$ cat src/rtl/timer_dev_pkg.sv
// rtl/timer_dev_pkg.sv - register offsets, CTRL layout, modes and FSM states for timer_dev
package timer_dev_pkg;

  localparam logic [1:0] TIM_CTRL   = 2'd0;
  localparam logic [1:0] TIM_PRESET = 2'd1;
  localparam logic [1:0] TIM_COUNT  = 2'd2;

  localparam int CTRL_EN      = 0;
  localparam int CTRL_MODE_LO = 1;
  localparam int CTRL_IM      = 3;

  localparam logic [1:0] MODE_ONESHOT = 2'b00;
  localparam logic [1:0] MODE_RELOAD  = 2'b01;

  typedef enum logic [1:0] {
    ST_IDLE = 2'd0,
    ST_LOAD = 2'd1,
    ST_CNT  = 2'd2,
    ST_INT  = 2'd3
  } tim_state_e;

  // Field order mirrors CTRL bits [3:0]: IM, MODE[1:0], EN.
  typedef struct packed {
    logic       im;
    logic [1:0] mode;
    logic       en;
  } tim_ctrl_t;

endpackage

$ cat src/rtl/timer_dev_if.sv
// rtl/timer_dev_if.sv - word load/store port between the data-memory bridge and a timer
interface timer_dev_if;
  logic [29:0] addr;
  logic        we;
  logic [31:0] din;
  logic [31:0] dout;

  modport master (output addr, output we, output din, input dout);
  modport slave  (input addr, input we, input din, output dout);
endinterface

$ cat src/rtl/timer_dev.sv
// rtl/timer_dev.sv - memory-mapped countdown timer with CTRL/PRESET/COUNT and masked irq
module timer_dev
  import timer_dev_pkg::*;
(
  input  logic        clk,
  input  logic        rst,
  timer_dev_if.slave  bus,
  output logic        irq
);

  tim_ctrl_t   ctrl_q, ctrl_d;
  logic [31:0] preset_q, preset_d;
  logic [31:0] count_q, count_d;
  tim_state_e  state_q, state_d;
  logic        irq_flag_q, irq_flag_d;

  logic [1:0] off;
  logic       wr_ctrl, wr_preset, en_eff;
  logic       unused_addr;

  assign off         = bus.addr[1:0];
  assign unused_addr = ^bus.addr[29:2];
  assign wr_ctrl     = bus.we && (off == TIM_CTRL);
  assign wr_preset   = bus.we && (off == TIM_PRESET);
  // A CTRL write is seen by the FSM in the same cycle, so a stop freezes COUNT immediately.
  assign en_eff      = wr_ctrl ? bus.din[CTRL_EN] : ctrl_q.en;

  always_comb begin
    ctrl_d     = ctrl_q;
    preset_d   = preset_q;
    count_d    = count_q;
    state_d    = state_q;
    irq_flag_d = irq_flag_q;
    case (state_q)
      ST_IDLE: if (en_eff) state_d = ST_LOAD;
      ST_LOAD: begin
        count_d = preset_q;
        state_d = ST_CNT;
      end
      ST_CNT: begin
        if (!en_eff) begin
          state_d = ST_IDLE;
        end else if (count_q > 32'd1) begin
          count_d = count_q - 32'd1;
        end else begin
          count_d    = 32'd0;
          irq_flag_d = 1'b1;
          state_d    = ST_INT;
        end
      end
      ST_INT: begin
        if (ctrl_q.mode == MODE_RELOAD) irq_flag_d = 1'b0;
        else                            ctrl_d.en  = 1'b0;
        state_d = ST_IDLE;
      end
      default: state_d = ST_IDLE;
    endcase
    // Bus writes override whatever the FSM did to CTRL/irq_flag this cycle.
    if (wr_ctrl) begin
      ctrl_d     = tim_ctrl_t'(bus.din[3:0]);
      irq_flag_d = 1'b0;
    end
    if (wr_preset) preset_d = bus.din;
  end

  always_ff @(posedge clk) begin
    if (rst) begin
      ctrl_q     <= '0;
      preset_q   <= '0;
      count_q    <= '0;
      state_q    <= ST_IDLE;
      irq_flag_q <= 1'b0;
    end else begin
      ctrl_q     <= ctrl_d;
      preset_q   <= preset_d;
      count_q    <= count_d;
      state_q    <= state_d;
      irq_flag_q <= irq_flag_d;
    end
  end

  always_comb begin
    bus.dout = 32'd0;
    case (off)
      TIM_CTRL:   bus.dout = {28'd0, ctrl_q};
      TIM_PRESET: bus.dout = preset_q;
      TIM_COUNT:  bus.dout = count_q;
      default:    bus.dout = 32'd0;
    endcase
  end

  assign irq = ctrl_q.im & irq_flag_q;

endmodule
$ cat src/flat_wrapper.sv
// flat-port wrapper written by rule: the top's interface ports become plain ports
module timer_dev_flat import timer_dev_pkg::*;
  (clk, rst, irq, bus_addr, bus_we, bus_din, bus_dout);
  timer_dev_if bus_i ();
  input  logic clk;
  input  logic rst;
  output logic irq;
  input wire logic [$bits(bus_i.addr)-1:0] bus_addr;
  input wire logic [$bits(bus_i.we)-1:0] bus_we;
  input wire logic [$bits(bus_i.din)-1:0] bus_din;
  output wire logic [$bits(bus_i.dout)-1:0] bus_dout;
  assign bus_i.addr = bus_addr;
  assign bus_i.we = bus_we;
  assign bus_i.din = bus_din;
  assign bus_dout = bus_i.dout;
  timer_dev u_core (.clk(clk), .rst(rst), .bus(bus_i), .irq(irq));
endmodule
$ cat config.mk
export PLATFORM = sky130hd
export DESIGN_NAME = timer_dev_flat
export DESIGN_NICKNAME = d
export VERILOG_FILES = /design/src/rtl/timer_dev_pkg.sv /design/src/rtl/timer_dev_if.sv /design/src/rtl/timer_dev.sv /design/src/flat_wrapper.sv
export SDC_FILE = /design/constraint.sdc
export NUM_CORES = 1
export LEC_CHECK = 0
export BUFFER_PORTS_ARGS = -buffer_cell sky130_fd_sc_hd__buf_2
export CAP_MARGIN = 20
export CORE_UTILIZATION = 54
export CTS_BUF_LIST = sky130_fd_sc_hd__clkbuf_16
export DETAILED_ROUTE_END_ITERATION = 6
export PLACE_DENSITY = 0.81
export SLEW_MARGIN = 25
export SYNTH_ARGS = -nofsm -noshare
export SYNTH_HDL_FRONTEND = slang
export SYNTH_SLANG_ARGS = --single-unit
$ cat constraint.sdc
create_clock -name clk -period 3.04 [get_ports clk]
set_input_delay 0.912 -clock clk [delete_from_list [all_inputs] [get_ports clk]]
set_output_delay 0.912 -clock clk [all_outputs]
set_load 0.02 [all_outputs]
* Word-level counts from Yosys, hierarchy flattened
Index checks and enable logic that the tools add are counted.
** Word-level totals
- Flip-flop bits (word level) :: 71
- Input bits :: 65
- Output and inout bits :: 33
- Word-level logic and storage cells :: 50
** Operators by class
- $add $sub $neg :: 1
- Order comparisons :: 1
- Eq/ne operators :: 12
- Multiplexer cells :: 16
- Bitwise logic cells :: 1
- Reductions and logical operators :: 12
** Operators with widths (number)
- 32-bit case mux with 3 select lines :: 1
- 32-bit 2-to-1 mux :: 2
- 32-bit case mux with 2 select lines :: 1
- 32-bit by 1-bit greater-than comparator with 1-bit output, second input constant :: 1
- 32-bit by 1-bit subtractor with 32-bit output, second input constant :: 1
- 2-bit by 1-bit != test with 1-bit output, second input constant :: 4
- 2-bit case mux with 4 select lines :: 1
- 1-bit 2-to-1 mux :: 7
- 2-bit by 1-bit == test with 1-bit output, second input constant :: 3
- 2-bit == test, second input constant :: 3
- 2-bit 2-to-1 mux :: 3
- 2-bit AND reduction :: 3
- 2-bit nonzero test :: 3
- 2-bit logical NOT :: 2
- 4-bit AND reduction :: 1
- 3-bit != test, second input constant :: 1
- 1-bit logical AND :: 2
- 2-bit != test, second input constant :: 1
- 1-bit case mux with 2 select lines :: 1
- 2-bit OR reduction :: 1
- 1-bit AND :: 1

* Logic depth before layout (Yosys ltp)
Gate-level depths: netlist (run 1).
- Depth in word-level cells :: 5
- Gate-level depth with buffers :: 9

* Worst setup path before layout (run 1)
Ideal clock, no wire load.
- Path type :: input-to-output
- Start :: input bus_addr[0]
- End :: output bus_dout[10]
- Data arrival time :: 2.144 ns
- Path slack :: -0.016 ns
- Cell stages on the path :: 5
- Cells stage by stage :: buf_2 > nor2b_1 > clkbuf_1 > buf_1 > a22o_1
** Between the ends
- Word-level cells in the longest chain between the ends :: 2
- Elaborated cells between the ends (all ways) :: 4
- Classes of those cells :: eq/ne: 2; mux: 1; reduce/logical: 1
** Ends and longest elaborated chain
- from (decl) :: line flat_wrapper.sv:8 : input wire logic [$bits(bus_i.addr)-1:0] bus_addr;
- 2-bit == test, or another cell as far along :: line timer_dev.sv:84 : case (off)
- 32-bit case mux with 3 select lines (*) :: line timer_dev.sv:84
- to (decl) :: line flat_wrapper.sv:11 : output wire logic [$bits(bus_i.dout)-1:0] bus_dout;
Mark *: on every way between the ends. The rest lies on a longest branch, timed or not.

* Worst setup path in the final report (run 1)
- Start :: input bus_addr[1]
- End :: output bus_dout[0]
The elaborated chain is that of the path after synthesis.

==> flow_metrics.tcl, run 1 <==
set metrics [dict create \
    drt_wl_total_um 12590 \
    final_area_um2 4832 \
    cts_hold_buf 0 \
    drtIter0Drc 565 \
    fin_crit_ns 2.771 \
    fillers 628 \
    diodes 0 \
    clk_pin_slew_worst_paths_ns 0.06 \
    io_buffers 69 \
    insertion_delay_ns 0.33 \
    mostFrequentLayoutCells "nand2_1 (84), dfxtp_1 (71), buf_2 (69), a21oi_1 (49), a22o_1 (28)" \
    ios 98 \
    grt_pass1_wl_um 19930 \
    crit_path_cell_trace "buf_2 -> nor2b_2 -> buf_12 -> nand2_1 -> o21ai_0 -> buf_2" \
    finClkSkew_ns 0.008704 \
    drcViolationCount 0 \
    vias 4468 \
    path_class "input pin to output port" \
    start_util_pct 55.62 \
    crit_fanout 32 \
    end_kind "output port" \
    rsz0062_at_grt "false" \
    die-area_um2 7779 \
    layout_commonest_cell "nand2_1" \
    nNetsFinal 639 \
    dp_hpwl_um 8208 \
    h-tree-depth 3 \
    area_delta_synth_final_pct 20.42 \
    synth_top_area_cell "dfxtp_1" \
    power_density_nw_per_um2 504.7 \
    die_w_um 88.20 \
    drv_cap 0 \
    drv_slew 0 \
    placed_cell_area_um2 4519 \
    outcome "complete, no violations" \
    drt-pass1-iter-count 5 \
    crit_buf_inv 3 \
    finalSetupViolCount 0 \
    hold_viol 0 \
    yosys.area.top_type_share_pct 35.42 \
    synthArstFlopShare_pct 0 \
    cpMostUsedCell "buf_2" \
    hold_class "flop to flop" \
    ys_dominant_reg_cell "dfxtp_1" \
    cp.required_ns 2.13 \
    worst_slew_pin_slew_ns 0.8141 \
    overflow 0 \
    cts_buffer_depth 2 \
    place.gp.congestion 0.8974 \
    cts.sinks 71 \
    cts_tree "yes" \
    drt.antenna.violating_nets 0 \
    cp_slowest_cell "buf_12" \
    ys_types 54 \
    grt_pass1_vias 3996 \
    slew_headroom_pct 45.72 \
    ys_seq_area_share_pct 35.42 \
    synth_cells 513 \
    via_per_inst 6.609 \
    cts_setup_buffers 0 \
    syn-cell-area_um2 4013 \
    cts_made_buffers 9 \
    rows 31 \
    synth_edf_count 0 \
    startpoint_type "input pin" \
    drive_above_1_share_pct 20.80 \
    syn_nets 580 \
    cp.arrival_ns 1.86 \
    fin_crit_sh_pct 91.15 \
    synth.avg_cell_area_um2 7.822 \
    root_buffer "clkbuf_16" \
    avgRoutedWirePerCell_um 18.62 \
    post_cts_resized 0 \
    die_h_um 88.20 \
    pre_cts_ws_ns 0.2636 \
    path_delay_family "buffers and inverters" \
    max_stage_delay_ns 0.22 \
    synth_seq_cells 71 \
    fmax_mhz 360.9 \
    synthTopCellsByArea "dfxtp_1 (35%), nand2_1 (7.9%), a21oi_1 (6.1%), a22o_1 (6.1%), mux2i_1 (3.7%)" \
    ys_warn_count 0 \
    p_leak_nw 1.918 \
    peakVddDrop_mv 0.4108 \
    grt_max_degree 43 \
    grt_use_total_pct 33.65 \
    setup_tns_ns 0 \
    core_area_um2 7214 \
    antenna_found_initial 0 \
    setup_slack_ns 0.2691 \
]
-- layout make-up --
class | count | area [um2] | share of cell area [%]
multi-input cells | 386 | 2375 | 49.15
clock inverters | 7 | 87.58 | 1.813
well taps | 99 | 123.9 | 2.563
inverters | 9 | 33.78 | 0.6991
flip-flops and latches | 71 | 1421 | 29.41
clock buffers | 9 | 225.2 | 4.661
repair buffers | 95 | 565.5 | 11.70
-- layer usage --
metal,vias to the layer above,track usage (%),share of wire [%]
met5,-,0,0
met2,287,50.63,45
met1,2091,45.41,40
met3,46,8.106,12
met4,0,15.69,2.6
li1,2044,-,-
-- worst reg2reg max path, stage by stage, from the launching register on --
cell      delay (ns)
dfxtp_1         0.38
nor4_1          0.62
o211a_1         0.30
nand4b_1        0.38
nand3b_1        0.61
o22ai_1         0.21
-- flip-flops by register name, summed over array words and instances (netlist names) --
name / count
u_core.count_q: 32
u_core.preset_q: 32
u_core.ctrl_q: 4
u_core.state_q: 2
u_core.irq_flag_q: 1
-- Yosys cell counts, types with 4 or more instances --
library cell,n
o32ai_1,7
o22ai_1,6
o21ai_0,8
and3_1,4
buf_2,11
nand2_1,84
a211oi_1,4
a21oi_1,49
nand3b_1,5
a221oi_1,4
inv_1,9
dfxtp_1,71
or3_1,7
a32oi_1,4
a22o_1,28
nand4_1,6
a22oi_1,10
a31oi_1,16
nor2b_1,6
clkbuf_1,34
nor3_1,16
nand3_1,12
and2_1,4
or4_1,6
o211ai_1,8
nor4_1,5
mux2i_1,15
nor3b_1,10
nor2_1,26
-- final timing paths --
check	from	endpoint	slack, ns	cells past startpoint
hold / removal	u_core.preset_q[8]	u_core.preset_q[8]	0.47	2
hold reg to reg	u_core.preset_q[8]	u_core.preset_q[8]	0.47	2
setup / recovery	bus_addr[1]	bus_dout[0]	0.27	6
setup reg to reg	u_core.count_q[16]	u_core.count_q[21]	0.40	5
-- per-stage QoR --
stage / power (mW) / hold slack [ns] / std cells / utilization, %
final: 2.439 / 0.4700 / 676 / 66.98
after global routing: 2.504 / 0.4874 / 676 / 66.98
after CTS: 2.422 / 0.4711 / 676 / 66.98
after detailed placement: 1.324 / 0.4630 / 660 / 62.64
after global placement: 1.315 / 0.4504 / 660 / 62.64
after floorplan: 1.204 / 0.4324 / 513 / -
-- logic make-up after synthesis --
logic type	synth area share (%)
AOI/OAI and AO/OA	28.75
buffers and inverters	5.581
muxes	3.742
DFF	35.42
adders and majority gates	0.6235
and+or+nand+nor	25.88
-- power by group --
group / switching, mW / internal [mW]
logic: 0.215 / 0.126
clock network: 0.409 / 0.711
registers: 0.0253 / 0.951
Note: power is estimated with default switching activity, not from simulation.
==> inputs of run 2 (changes only) <==
CELL_PAD_IN_SITES_DETAIL_PLACEMENT = 1   (was not set)
CELL_PAD_IN_SITES_GLOBAL_PLACEMENT = 1   (was not set)
CORE_UTILIZATION = 39   (was 54)
PLACE_DENSITY = not set   (was 0.81)
PLACE_DENSITY_LB_ADDON = 0.1   (was not set)
==> run 2 against run 1 <==
First-iteration DRC count decreased by 38%. Critical path type unchanged. Via count decreased by 3.6%. Global-route usage decreased by 5.4 points. Design area increased by 0.98%. Die area increased by 38%.
==> flow_metrics.tcl, run 2 (synthesis results as in run 1) <==
set metrics [dict create \
    outcome "complete, no violations" \
    root_buffer "clkbuf_16" \
    drcViolationCount 0 \
    antenna_found_initial 0 \
    ios 98 \
    h-tree-depth 3 \
    hold_slack_ns 0.4710 \
    cts_made_buffers 9 \
    cp.required_ns 2.13 \
    post_cts_resized 0 \
    net-switching-power_uw 660.8 \
    grt_pass1_wl_um 22380 \
    p_int_mw 1.712 \
    seqPwrFrac_pct 41.2 \
    drtIter0Drc 349 \
    nNetsFinal 641 \
    grt_pass1_vias 4138 \
    worst_slew_pin_slew_ns 0.6357 \
    fin_crit_ns 2.785 \
    io_buffers 69 \
    placed_cell_area_um2 4589 \
    drv_slew 0 \
    power_density_nw_per_um2 486.2 \
    via_per_inst 6.052 \
    end_kind "output port" \
    grt_max_degree 33 \
    cts_tree "yes" \
    cp.arrival_ns 1.87 \
    startpoint_type "input pin" \
    slew_headroom_pct 57.23 \
    die-area_um2 10700 \
    final_area_um2 4880 \
    hold_viol 0 \
    diodes 0 \
    insertion_delay_ns 0.33 \
    peakVddDrop_mv 0.2676 \
    drv_cap 0 \
    drive_above_1_share_pct 21.07 \
    grt_use_total_pct 28.28 \
    die_h_um 103.4 \
    mostFrequentLayoutCells "nand2_1 (84), dfxtp_1 (71), buf_2 (69), a21oi_1 (49), a22o_1 (28)" \
    area_delta_synth_final_pct 21.61 \
    crit_fanout 32 \
    clk_pin_slew_worst_paths_ns 0.06 \
    swShare_pct 27.85 \
    stdcell_count 712 \
    cts_setup_buffers 0 \
    path_class "input pin to output port" \
    rows 36 \
    dp.cells 696 \
    finClkSkew_ns 0.007161 \
    drt-pass1-iter-count 4 \
    power_frac_comb_pct 14.8 \
    die_w_um 103.4 \
    p_leak_nw 1.925 \
    setup_tns_ns 0 \
    finalSetupViolCount 0 \
    cts_hold_buf 0 \
    start_util_pct 40.68 \
    hold_class "flop to flop" \
    fin_crit_sh_pct 91.63 \
    finalPower_mw 2.372 \
    core_area_um2 9864 \
    top_regs "u_core.count_q (32), u_core.preset_q (32), u_core.ctrl_q (4)" \
    layout_commonest_cell "nand2_1" \
    fmax_mhz 359.0 \
    drt.antenna.violating_nets 0 \
    avgRoutedWirePerCell_um 20.40 \
    cts_buffer_depth 2 \
    rsz0062_at_grt "false" \
    vias 4309 \
    drt_wl_total_um 14530 \
    overflow 0 \
    clkPwrFrac_pct 44.0 \
    dp_hpwl_um 10190 \
    place.gp.congestion 0.8533 \
    cts.sinks 71 \
]
==> run 2: changes by cell type in the layout (fill, tap and decap cells not counted), sizes merged <==
| cell | delta |
|---|---|
| bufinv | -1 |
| inv | +1 |
| clkinv | -1 |
| buf | +2 |
| clkinvlp | +1 |
==> run 2: final cells by class <==
| class | count | area [um2] |
|---|---|---|
| Clock buffer | 9 | 225.2 |
| Timing Repair Buffer | 97 | 593.1 |
| Fill cell | 1238 | 4985 |
| Sequential cell | 71 | 1421 |
| Multi-Input combinational cell | 386 | 2375 |
| Clock inverter | 7 | 65.06 |
| Tap cell | 133 | 166.4 |
| Inverter | 9 | 33.78 |
==> run 2: power groups by stage <==
stage | Combinational (mW) | Sequential [mW] | Clock (mW)
detailed placement | 0.345 | 0.997 | 0
global placement | 0.339 | 0.995 | 0
CTS | 0.348 | 0.976 | 1.06
global route | 0.380 | 0.980 | 1.09
finish | 0.352 | 0.978 | 1.04
floorplan | 0.220 | 0.985 | 0
==> run 2: worst paths after layout <==
check | depth (start not counted) | slack (ns) | from | end
setup reg to reg | 5 | 0.48 | u_core.count_q[16] | u_core.count_q[21]
setup / recovery | 5 | 0.25 | bus_addr[1] | bus_dout[11]
hold reg to reg | 2 | 0.47 | u_core.preset_q[27] | u_core.preset_q[27]
hold / removal | 2 | 0.47 | u_core.preset_q[27] | u_core.preset_q[27]
==> run 2: metrics by stage <==
step	worst slack [ns]	util (%)
after CTS	0.2805	49.47
final	0.2545	49.47
after floorplan	0.08094	-
after detailed placement	0.2073	46.52
after global routing	0.2020	49.47
after global placement	0.2623	46.52
==> run 2: layer usage <==
metal	up-vias	GRT usage, %	part of all wire [%]
li1	2038	-	-
met5	-	0	0
met4	0	9.209	1.2
met2	124	41.87	44
met3	14	3.763	6.0
met1	2133	42.04	49
==> run 2: worst max-delay path, cell delays in order <==
cell and delay (ns):
buf_2 0.15, nor2b_2 0.22, buf_12 0.22, a22o_1 0.19
buf_2 0.17
